[src/rtl/seg7_pkg.sv]
// Shared constants for the 7-segment scan driver: active-high hex segment
// patterns ({g,f,e,d,c,b,a}, bit0 = a) and the nibble decode helper.
package seg7_pkg;

    localparam logic [6:0] SEG_BLANK = '0;

    localparam logic [6:0] SEG_HEX [16] = '{
        7'h3F, 7'h06, 7'h5B, 7'h4F, 7'h66, 7'h6D, 7'h7D, 7'h07,
        7'h7F, 7'h6F, 7'h77, 7'h7C, 7'h39, 7'h5E, 7'h79, 7'h71
    };

    function automatic logic [6:0] hex_to_seg(input logic [3:0] nibble);
        return SEG_HEX[nibble];
    endfunction

endpackage

[src/rtl/seg7_hex_decode.sv]
// Combinational nibble to active-high 7-segment pattern.
module seg7_hex_decode
    import seg7_pkg::*;
(
    input  logic [3:0] i_nibble,
    output logic [6:0] o_seg
);

    always_comb begin
        o_seg = hex_to_seg(i_nibble);
    end

endmodule

[src/rtl/seg7_scan_driver.sv]
// Time-multiplexed 7-segment driver: prescaled digit scan, per-frame value
// snapshot, leading-zero blanking, brightness PWM and anti-ghost anode gap.
module seg7_scan_driver
    import seg7_pkg::*;
#(
    parameter int N_DIGITS       = 8,
    parameter int PRESCALE_W     = 14,
    parameter int SEG_ACTIVE_LOW = 0,
    parameter int AN_ACTIVE_LOW  = 0,
    parameter int BLANK_LZ       = 1
) (
    input  logic                    clk,
    input  logic                    reset,
    input  logic [4*N_DIGITS-1:0]   value,
    input  logic [N_DIGITS-1:0]     dp,
    input  logic [N_DIGITS-1:0]     digit_en,
    input  logic [3:0]              brightness,
    output logic [6:0]              disp_seg,
    output logic                    disp_dp,
    output logic [N_DIGITS-1:0]     disp_an,
    output logic                    frame_start
);

    localparam int               IDX_W    = (N_DIGITS > 1) ? $clog2(N_DIGITS) : 1;
    localparam logic [IDX_W-1:0] LAST_IDX = IDX_W'(N_DIGITS - 1);
    localparam logic             SEG_INV  = (SEG_ACTIVE_LOW != 0);
    localparam logic             AN_INV   = (AN_ACTIVE_LOW != 0);

    logic [PRESCALE_W-1:0] r_prescaler;
    logic [IDX_W-1:0]      r_idx;
    logic [4*N_DIGITS-1:0] r_shadow;
    logic                  r_frame_start;
    logic [6:0]            r_disp_seg;
    logic                  r_disp_dp;
    logic [N_DIGITS-1:0]   r_disp_an;

    logic                  w_tick;
    logic                  w_pwm_on;
    logic [3:0]            w_nibble;
    logic                  w_dp_sel;
    logic                  w_en_sel;
    logic                  w_nz_sel;
    logic                  w_blank;
    logic [6:0]            w_dec_seg;
    logic [N_DIGITS-1:0]   w_an_onehot;
    logic [N_DIGITS-1:0]   w_nz_from;

    assign w_tick   = &r_prescaler;
    assign w_pwm_on = (r_prescaler[PRESCALE_W-1 -: 4] <= brightness);

    // w_nz_from[i]: some snapshot nibble at position i or above is non-zero
    always_comb begin
        w_nz_from = '0;
        for (int unsigned i = 0; i < N_DIGITS; i++) begin
            w_nz_from[i] = |(r_shadow >> (4 * i));
        end
    end

    always_comb begin
        w_nibble    = '0;
        w_dp_sel    = 1'b0;
        w_en_sel    = 1'b0;
        w_nz_sel    = 1'b0;
        w_an_onehot = '0;
        for (int unsigned i = 0; i < N_DIGITS; i++) begin
            if (r_idx == IDX_W'(i)) begin
                w_nibble       = r_shadow[4*i +: 4];
                w_dp_sel       = dp[i];
                w_en_sel       = digit_en[i];
                w_nz_sel       = w_nz_from[i];
                w_an_onehot[i] = 1'b1;
            end
        end
    end

    assign w_blank = (BLANK_LZ != 0) && (r_idx != '0) && !w_nz_sel && !w_dp_sel;

    seg7_hex_decode u_hex_decode (
        .i_nibble (w_nibble),
        .o_seg    (w_dec_seg)
    );

    always_ff @(posedge clk) begin
        if (reset) begin
            r_prescaler   <= '0;
            r_idx         <= '0;
            r_shadow      <= '0;
            r_frame_start <= 1'b0;
            r_disp_seg    <= {7{SEG_INV}};
            r_disp_dp     <= SEG_INV;
            r_disp_an     <= {N_DIGITS{AN_INV}};
        end else begin
            r_prescaler   <= r_prescaler + 1'b1;
            r_frame_start <= 1'b0;
            if (w_tick) begin
                if (r_idx == LAST_IDX) begin
                    r_idx         <= '0;
                    r_shadow      <= value;
                    r_frame_start <= 1'b1;
                end else begin
                    r_idx <= r_idx + 1'b1;
                end
            end
            // Anodes drop out during the tick cycle so the digit change never ghosts
            r_disp_an  <= ((w_en_sel && w_pwm_on && !w_tick) ? w_an_onehot : '0)
                          ^ {N_DIGITS{AN_INV}};
            r_disp_seg <= (w_blank ? SEG_BLANK : w_dec_seg) ^ {7{SEG_INV}};
            r_disp_dp  <= (!w_blank && w_dp_sel) ^ SEG_INV;
        end
    end

    assign disp_seg    = r_disp_seg;
    assign disp_dp     = r_disp_dp;
    assign disp_an     = r_disp_an;
    assign frame_start = r_frame_start;

endmodule

[config.mk]
export PLATFORM = sky130hd
export DESIGN_NAME = seg7_scan_driver
export DESIGN_NICKNAME = d
export VERILOG_FILES = /design/src/rtl/seg7_pkg.sv /design/src/rtl/seg7_hex_decode.sv /design/src/rtl/seg7_scan_driver.sv
export SDC_FILE = /design/constraint.sdc
export NUM_CORES = 1
export LEC_CHECK = 0
export ABC_AREA = 1
export CORE_UTILIZATION = 50
export CTS_CLUSTER_SIZE = 10
export DETAILED_ROUTE_END_ITERATION = 12
export GPL_TIMING_DRIVEN = 0
export PLACE_DENSITY = 0.78
export SLEW_MARGIN = 20
export SYNTH_ARGS = -nofsm -noshare
export SYNTH_HDL_FRONTEND = slang
export SYNTH_HIERARCHICAL = 1
export SYNTH_SLANG_ARGS = --single-unit
[constraint.sdc]
create_clock -name clk -period 5 [get_ports clk]
set_input_delay 1 -clock clk [delete_from_list [all_inputs] [get_ports clk]]
set_output_delay 1 -clock clk [all_outputs]
set_load 0.01 [all_outputs]
# Yosys cells after proc, flatten, opt, wreduce, memory -nomap -nowiden
# Memory sizes are Yosys's and may differ from the RTL's. A register that Yosys moved wholly into a read port is not among the register bits.
# Index checks and enable logic that the tools add are counted.
[word_totals]
regBits = 59
rom_bits = 112
inputBits = 54
output_inout_bits = 17
wordCells = 85
memories = 1
[classes]
addsub = 2
magnitude_cmp = 1
n_eq_ne = 7
mux = 41
n_bitwise = 3
n_reduce_logical = 24
[mem_list]
columns = ["memory", "words", "width", "rd", "rd_ports_with_merged_regs", "write_ports", "line", "text"]
rows = [
  ["(name not given)", 16, 7, 1, 1, 0, "seg7_pkg.sv:13", "return SEG_HEX[nibble];"],
]
[op_table]
columns = ["op", "count"]
rows = [
  ["2-to-1 mux 1 bit", 32],
  ["2-to-1 mux 4 bit", 8],
  ["OR reduction 32 bit", 1],
  ["OR reduction 28 bit", 1],
  ["OR reduction 24 bit", 1],
  ["OR reduction 20 bit", 1],
  ["OR reduction 16 bit", 1],
  ["AND reduction 15 bit", 1],
  ["adder 14 x 1 -> 14 bit, second input constant", 1],
  ["AND reduction 14 bit", 1],
  ["equality test 3 bit, second input constant", 4],
  ["OR reduction 12 bit", 1],
  ["OR reduction 8 bit", 1],
  ["equality test 3 x 2 -> 1 bit, second input constant", 2],
  ["OR reduction 2 bit", 3],
  ["logical AND 1 bit", 5],
  ["inverter 4 -> 5 bit", 1],
  ["less-or-equal comparator 4 bit", 1],
  ["logical NOT 1 bit", 4],
  ["OR reduction 4 bit", 1],
  ["adder 3 x 1 -> 3 bit, second input constant", 1],
  ["equality test 3 x 1 -> 1 bit, second input constant", 1],
  ["logical NOT 3 bit", 1],
  ["2-to-1 mux 3 bit", 1],
  ["other kinds (2)", 3],
]

# Logic depth before layout (Yosys ltp)
# Gate-level depths: netlist (run 1).
[depth]
depth_word = 14
depth_mapped = 22
mapped_depth_nobuf = 21

# Cells and area by module
# Netlist (run 1), hierarchy kept.
[by_module_without_submodules]
columns = ["mod", "n_inst", "cells_each", "area_per_inst_um2", "seq_area_each_um2"]
rows = [
  ["seg7_scan_driver", 1, 449, 3219.3, 1321.3],
  ["seg7_hex_decode", 1, 52, 270.3, 0.0],
]

# Worst setup path after synthesis (run 1)
# OpenSTA, ideal clock, no wires.
[synth_path]
path_type = "register to register"
from = "register r_idx[0]"
to = "register r_disp_seg[3], in the netlist disp_seg[3]"
setup_time_ps = 119
arrival_time_ps = 2267
required_time_ps = 4881
path_slack_ps = 2614
stages_incl_launch_ff = 22
path_buffers = 1
synth_period_minus_slack_ps = 2386
cell_sequence = "dfxtp_1 -> inv_1 -> ha_1 -> nand2_1 -> buf_2 -> o21ai_0 -> a21oi_1 -> o21ai_0 -> o21ai_0 -> nand2_1 -> nand2_1 -> o211ai_1 -> nand2_1 -> nand2_1 -> inv_1 -> ha_1 -> nand2_1 -> o21ai_0 -> nand2_1 -> nand2_1 -> inv_1 -> nor2_1"
[synth_via]
elab_cells_between_ends = 39
classes_between = "7 x eq/ne; 24 x mux; 1 x bitwise; 7 x reduce/logical"
[synth_rtl]
columns = ["item", "line", "text"]
rows = [
  ["start, declared", "seg7_scan_driver.sv:30", "logic [IDX_W-1:0] r_idx;"],
  ["start signal, assigned", "seg7_scan_driver.sv:101", "r_idx <= r_idx + 1'b1;"],
  ["logical NOT 3 bit", "seg7_scan_driver.sv:66", "if (r_idx == IDX_W'(i)) begin"],
  ["2-to-1 mux 4 bit (7 in a row)", "seg7_scan_driver.sv:66", ""],
  ["2-to-1 mux 4 bit (*)", "seg7_scan_driver.sv:66", ""],
  ["net w_nibble[1]", "seg7_scan_driver.sv:39", "logic [3:0] w_nibble;"],
  ["inverter 4 -> 5 bit (implied by the code) (*)", "seg7_pkg.sv:13", ""],
  ["end, declared", "seg7_scan_driver.sv:33", "logic [6:0] r_disp_seg;"],
]
# The timed path passes the listed nets; every way through them passes the cells marked *.
# A chain may end at the register's enable or synchronous reset.

# Final worst setup path (run 1)
# Same ends and word-level chain as after synthesis.

==> results of run 1 <==
==> area by class of cell <==
cell class	instances	area [µm²]
Buffer	13	85.1
Clock buffer	12	155
Clock inverter	3	15.0
Fill cell	572	2310
Inverter	82	309
Multi-Input combinational cell	340	1770
Sequential cell	66	1320
Tap cell	80	100
Timing Repair Buffer	69	691
==> cells by family (layout without fill, tap and decap cells) <==
| logic type | Yosys count | in the layout | share of synthesized area [%] |
|---|---|---|---|
| AND/OR/NAND/NOR | 227 | 227 | 27.0 |
| AO/OA/AOI/OAI | 95 | 95 | 17.4 |
| flip-flops | 66 | 66 | 37.9 |
| adder cells (fa/ha/maj) | 18 | 18 | 6.45 |
| buffers and inverters | 95 | 179 | 11.3 |
==> layer usage <==
metal | share of wire (%) | up-vias | wire [µm]
met5 | 0 | - | 0
met3 | 6.4 | 17 | 504
met2 | 47 | 93 | 3680
li1 | - | 1726 | -
met4 | 1.9 | 0 | 150
met1 | 45 | 1436 | 3510
==> path summary, 6_finish.rpt <==
| kind | slack (ps) | endpoint | cells past startpoint | startpoint |
|---|---|---|---|---|
| setup reg to reg | 2080 | disp_seg[3]$_SDFF_PP0_ | 21 | r_idx[0]$_SDFFE_PP0P_ |
| setup / recovery | 2080 | disp_seg[3]$_SDFF_PP0_ | 21 | r_idx[0]$_SDFFE_PP0P_ |
| hold / removal | 450 | r_prescaler[0]$_SDFF_PP0_ | 1 | r_prescaler[0]$_SDFF_PP0_ |
| hold reg to reg | 450 | r_prescaler[0]$_SDFF_PP0_ | 1 | r_prescaler[0]$_SDFF_PP0_ |
==> through the flow <==
step	power (mW)	hold WS, ps	worst slack (ps)	utilization (%)
after floorplan	0.566	418	2610	-
after global placement	0.620	428	2170	63.4
after detailed placement	0.621	438	2110	63.4
after CTS	1.01	454	2120	65.9
after global routing	1.04	483	1800	65.9
final	1.01	445	2080	65.9
==> worst max-delay path, cell delays in order (launching register included) <==
cell,delay (ps)
dfxtp_1,380
inv_1,90
ha_1,240
nand2_1,150
buf_2,220
o21ai_0,120
a21oi_1,150
o21ai_0,110
o21ai_0,120
nand2_1,90
nand2_1,70
o211ai_1,80
nand2_1,90
nand2_1,130
inv_1,150
ha_1,240
nand2_1,80
o21ai_0,90
nand2_1,70
nand2_1,50
inv_1,40
nor2_1,30
==> synth_stat cells (all sizes together) <==
master and count:
clkinv 1, nor2 60, nor3 5, dfxtp 66
nand2 138, o211ai 4, ha 18, a21oi 25
or2 2, clkbuf 5, o21a 1, nor3b 2
a31oi 1, nand4 2, a32oi 1, o21ai 63
nand3 18, buf 8, inv 81
==> sequential cells by signal, summed over array words and instances (netlist names) <==
signal and cells:
disp_dp 1, disp_seg 7, r_shadow 32, disp_an 8
frame_start 1, r_prescaler 14, r_idx 3
==> power by group through the flow <==
stage	Combinational (mW)	Clock [mW]	Sequential, mW
after global routing	0.0830	0.427	0.533
after global placement	0.0749	0	0.545
after detailed placement	0.0762	0	0.545
after CTS	0.0767	0.403	0.533
final	0.0763	0.397	0.533
after floorplan	0.0196	0	0.547
==> results.md, run 1 <==
- Status: finished, final reports clean
- Post-synth top area cell: dfxtp_1
- Layout cells sized above 1: 11.8%
- Die Width: approximately 86 µm
- P_leak: 1.95 nW
- Setup repair bufs after CTS: 0
- Combinational fraction of design power: under 10%
- Post-Synthesis Cells: ~500
- Startpoint types: flop
- P&R area growth vs syn: 27.5%
- Clock share of power: 39.4%
- Top cells by area, synth: dfxtp_1 (38%), nand2_1 (14%), inv_1 (8.5%)
- H-tree depth: 3
- Max-slew violations: 0
- Final cycle utilization of the critical path: between 50% and 60%
- Crit Path Class: flop to flop
- Gr usage total: between 20% and 30%
- Diodes inserted: 0
- P per Cell Area: 226 nW/µm²
- Top Usage Layer GRT: met2
- Placed cells: 650
- Total CTS buffers: 9
- First-pass detailed-route iteration total: 4
- Final setup fails: 0
- Design Area, Final: 4450 µm²
- Syn nets: 573
- Min-delay worst type: flop to flop
- Most frequent cells in the layout: nand2_1 (134), inv_1 (79), clkdlybuf4s50_1 (69), dfxtp_1 (66), nor2_1 (56)
- Endpoint class of the critical path: flop
- RSZ-0062 raised after global routing: false
- Final Hold Viols: 0
- Flops & latches, synth: 66
- Post-DP Area: around 4300 µm²
- Largest net degree at the start of global routing: 11
- CTS hold repair buffers: 0
- GR Layer Usage met3: 6.74%
- Remaining DRCs: 0
- Slew margin rel.: 57.1%
- Io pins: 71
- WP data arrival: ~3200 ps
- Starting DRT DRC Count: 144
- Number of vias per cell: 4.92
- CP max FO: 10
- Detailed-route wire length per cell: 11.8 µm
- Clk sinks: 66
- Worst-path clk slew: 70 ps
- Syn Std Cell Area: 3490 µm²
- Placer's final routability congestion estimate: 0.858
- Max VDD drop: around 0.11 mV
- Setup_tns: 0 ps
- Setup Skew: 9.47 ps
- Part of the power in registers: 53.0%
- Port Buf Inserts: 69
- Initial core utilization: 51.6%
- Post-CTS Resized: 0
- Rows: 30
- Top cell type's share of synthesized area: a little under two fifths
- Clk_lat worst skew: about 350 ps
- P_sw: 0.226 mW
- Die H: 85.5 µm
- Yosys cell types: 31
- Die ar.: 7320 µm²
- Max-cap violations: 0
- M1 GR Usage: 27.5%
- Met2 Use GR: 39.0%
- Clk buf depth: 2
- Measured slew at the worst slew-check pin: 640 ps
- Register area share after synthesis: 37.9%
- Core area: about 6800 µm²
- Max Clock Freq: 342 MHz
- DP HPWL: 6.00 mm
- CP required: 5240 ps
- Int Pwr: 0.780 mW
- Commonest non-fill, non-tap cell in the layout: nand2_1
- Final ANT Viol Nets: 0
- Switching Fraction: between 20% and 30%
- Fin nets: 653
- Vias in the first global route: 3174
- CTS tree: done
- GR Overflow Total: 0
- Initial antenna violation count: 0
- Post-Syn Area per Cell: 6.97 µm²
- First-pass GRT wire length: 13.2 mm
- CTS Root Cell: clkbuf_8
- Post-Route WL: between 7 and 8 mm
- Non-filler cells in the finished layout: around 670
- Routed vias: 3272
- Synth warn: 6
- Final min period: 2920 ps
(Power assumes the default switching activity.)
==> run 2: changes to the inputs <==
Clock period 5 ns to 2.8 ns, I/O delays scaled along.
==> run 2 against run 1 <==
Non-clock buffer count grew 2. Maximum frequency grew 12%. Largest cell class unchanged. Flip-flop and latch count is the same.
==> results.md, run 2 (same netlist as run 1, synthesis figures left out) <==
- CTS tree: done (unchanged)
- Status: finished, final reports clean (unchanged)
- Rows: 30 (unchanged)
- Io pins: 71 (unchanged)
- Die Width: 85.5 µm (unchanged)
- GR Overflow Total: 0 (unchanged)
- CP max FO: 10 (unchanged)
- Int Pwr: 1.39 mW (was 0.780 mW)
- CTS Root Cell: clkbuf_8 (unchanged)
- Routed vias: 3300 (was 3272)
- Clock share of power: 39.4% (about the same)
- Vias in the first global route: 3194 (was 3174)
- RR Startpoint: r_idx[0]$_SDFFE_PP0P_ (unchanged)
- Number of vias per cell: 4.95 (was 4.92)
- P_leak: 1.98 nW (was 1.95 nW)
- Crit. Startpoint: r_idx[0]$_SDFFE_PP0P_ (unchanged)
- H-tree depth: 3 (unchanged)
- DP HPWL: 6.00 mm (unchanged)
- Final min period: 2610 ps (was 2920 ps)
- CP Cell Sequence: inv_1, ha_2, nand2_2, buf_6, o21ai_1, a21oi_1, o21ai_1, o21ai_0, nand2_1, nand2_1, o211ai_1, nand2_1, nand2_2, inv_2, ha_1, nand2_1, o21ai_0, nand2_1, nand2_1, inv_1, nor2_1 (was inv_1, ha_1, nand2_1, buf_2, o21ai_0, a21oi_1, o21ai_0, o21ai_0, nand2_1, nand2_1, o211ai_1, nand2_1, nand2_1, inv_1, ha_1, nand2_1, o21ai_0, nand2_1, nand2_1, inv_1, nor2_1)
- Slew margin rel.: 56.2% (was 57.1%)
- Max reg flops: 32 (unchanged)
- Port Buf Inserts: 69 (unchanged)
- Remaining DRCs: 0 (unchanged)
- Largest net degree at the start of global routing: 11 (unchanged)
- P per Cell Area: 398 nW/µm² (was 226 nW/µm²)
- Final Hold Viols: 0 (unchanged)
- Endpoint class of the critical path: flop (unchanged)
- Measured slew at the worst slew-check pin: 652 ps (was 640 ps)
- Max Clock Freq: 383 MHz (was 342 MHz)
- Placer's final routability congestion estimate: 0.858 (unchanged)
- Die H: 85.5 µm (unchanged)
- Worst-path clk slew: 70 ps (about the same)
- Combinational fraction of design power: 7.6% (about the same)
- WP data arrival: 2850 ps (was 3160 ps)
- Total power: 1.79 mW (was 1.01 mW)
- Gr usage total: 23.3% (was 23.1%)
- Worst setup margin: 186 ps (was 2080 ps)
- Min-delay worst type: flop to flop (unchanged)
- Post-Route WL: 7.99 mm (was 7.84 mm)
- Clk sinks: 66 (unchanged)
- Fin nets: 655 (was 653)
- Final cycle utilization of the critical path: 93.4% (was 58.4%)
- Crit Path Class: flop to flop (unchanged)
- Commonest non-fill, non-tap cell in the layout: nand2_1 (unchanged)
- Layout cells sized above 1: 14.1% (was 11.8%)
- Total CTS buffers: 9 (unchanged)
- Switching Fraction: 22.4% (about the same)
- Startpoint types: flop (unchanged)
- Part of the power in registers: 53.0% (about the same)
- Max VDD drop: 0.204 mV (was 0.114 mV)
- Starting DRT DRC Count: 176 (was 144)
- Clk buf depth: 2 (unchanged)
- Placed cells: 650 (unchanged)
- P&R area growth vs syn: 29.4% (was 27.5%)
- Min-delay src: r_prescaler[0]$_SDFF_PP0_ (unchanged)
- Clk_lat worst skew: 350 ps (about the same)
- Max-slew violations: 0 (unchanged)
- DP Worst Slack: -11.8 ps (was 2110 ps)
- Core area: 6760 µm² (unchanged)
- Slowest stage cell, crit path: dfxtp_4 (was dfxtp_1)
- Max-cap violations: 0 (unchanged)
- Final ANT Viol Nets: 0 (unchanged)
- Most frequent cells in the layout: nand2_1 (130), inv_1 (77), clkdlybuf4s50_1 (69), dfxtp_1 (65), nor2_1 (55) (was nand2_1 (134), inv_1 (79), clkdlybuf4s50_1 (69), dfxtp_1 (66), nor2_1 (56))
- CP top delay family: simple AND/OR/NAND/NOR gates (unchanged)
- Largest Register: r_shadow (unchanged)
- Initial antenna violation count: 0 (unchanged)
- Die ar.: 7320 µm² (unchanged)
- Fin Hold WS: 446 ps (was 445 ps)
- P_sw: 0.402 mW (was 0.226 mW)
- Setup Skew: 8.75 ps (was 9.47 ps)
- First-pass detailed-route iteration total: 4 (unchanged)
- Final core occ: 66.8% (was 65.9%)
- Final setup fails: 0 (unchanged)
- First-pass GRT wire length: 13.3 mm (was 13.2 mm)
- Diodes inserted: 0 (unchanged)
- WP buf/inv: 4 (unchanged)
- Detailed-route wire length per cell: 12.0 µm (was 11.8 µm)
- CP max stage delay: 370 ps (was 380 ps)
- Initial core utilization: 51.6% (unchanged)
- CP required: 3040 ps (was 5240 ps)
- Most frequent CP cell: nand2_1 (unchanged)
- Non-filler cells in the finished layout: 667 (was 665)
==> run 2: power groups by stage <==
stage	Clock, mW	Combinational, mW	Sequential [mW]
finish	0.707	0.137	0.951
global route	0.763	0.148	0.951
CTS	0.719	0.137	0.952
detailed placement	0	0.136	0.973
global placement	0	0.134	0.973
floorplan	0	0.0350	0.976
==> run 2: worst register-to-register path: stages (launching register included) <==
cell,delay [ps]
dfxtp_4,370
inv_1,110
ha_2,220
nand2_2,90
buf_6,150
o21ai_1,80
a21oi_1,70
o21ai_1,140
o21ai_0,110
nand2_1,90
nand2_1,60
o211ai_1,80
nand2_1,100
nand2_2,130
inv_2,70
ha_1,270
nand2_1,80
o21ai_0,90
nand2_1,70
nand2_1,50
inv_1,40
nor2_1,30
==> run 2: final timing paths <==
check                              end  slack [ps]  depth (start not counted)
max reg2reg     disp_seg[3]$_SDFF_PP0_         190                         21
min          r_prescaler[0]$_SDFF_PP0_         450                          1
max             disp_seg[3]$_SDFF_PP0_         190                         21
min reg2reg  r_prescaler[0]$_SDFF_PP0_         450                          1
==> run 2: per-stage QoR <==
step | TNS, ps | cell area (µm²)
2_1_floorplan | 0 | 3490
3_3_place_gp | 0 | 4280
3_5_place_dp | -11.8 | 4280
4_1_cts | 0 | 4460
5_1_grt | -57.1 | 4520
6_report | 0 | 4520
==> run 2: timing repair <==
item | in CTS | in global routing
hold buffers | 0 | 0
pin swaps | 0 | 2
endpoints found under the setup margin | 2 | 7
setup buffers | 0 | 4
resized for setup | 3 | 16
==> run 2: per-layer routing <==
metal / track usage, % / vias to the layer above / share of wire, %
met5: 0 / - / 0
met2: 39.5 / 91 / 47
met4: 10.0 / 0 / 2.1
met1: 27.7 / 1461 / 45
li1: - / 1729 / -
met3: 6.74 / 19 / 6.1
==> run 2: final cells by class <==
| type | count | area, µm² |
|---|---|---|
| timing repair buffer | 73 | 721 |
| buffer | 11 | 83.8 |
| inverter | 82 | 309 |
| clock inverter | 3 | 15.0 |
| clock buffer | 12 | 155 |
| fill | 563 | 2240 |
| multi-input combinational | 340 | 1810 |
| tap | 80 | 100 |
| sequential | 66 | 1330 |
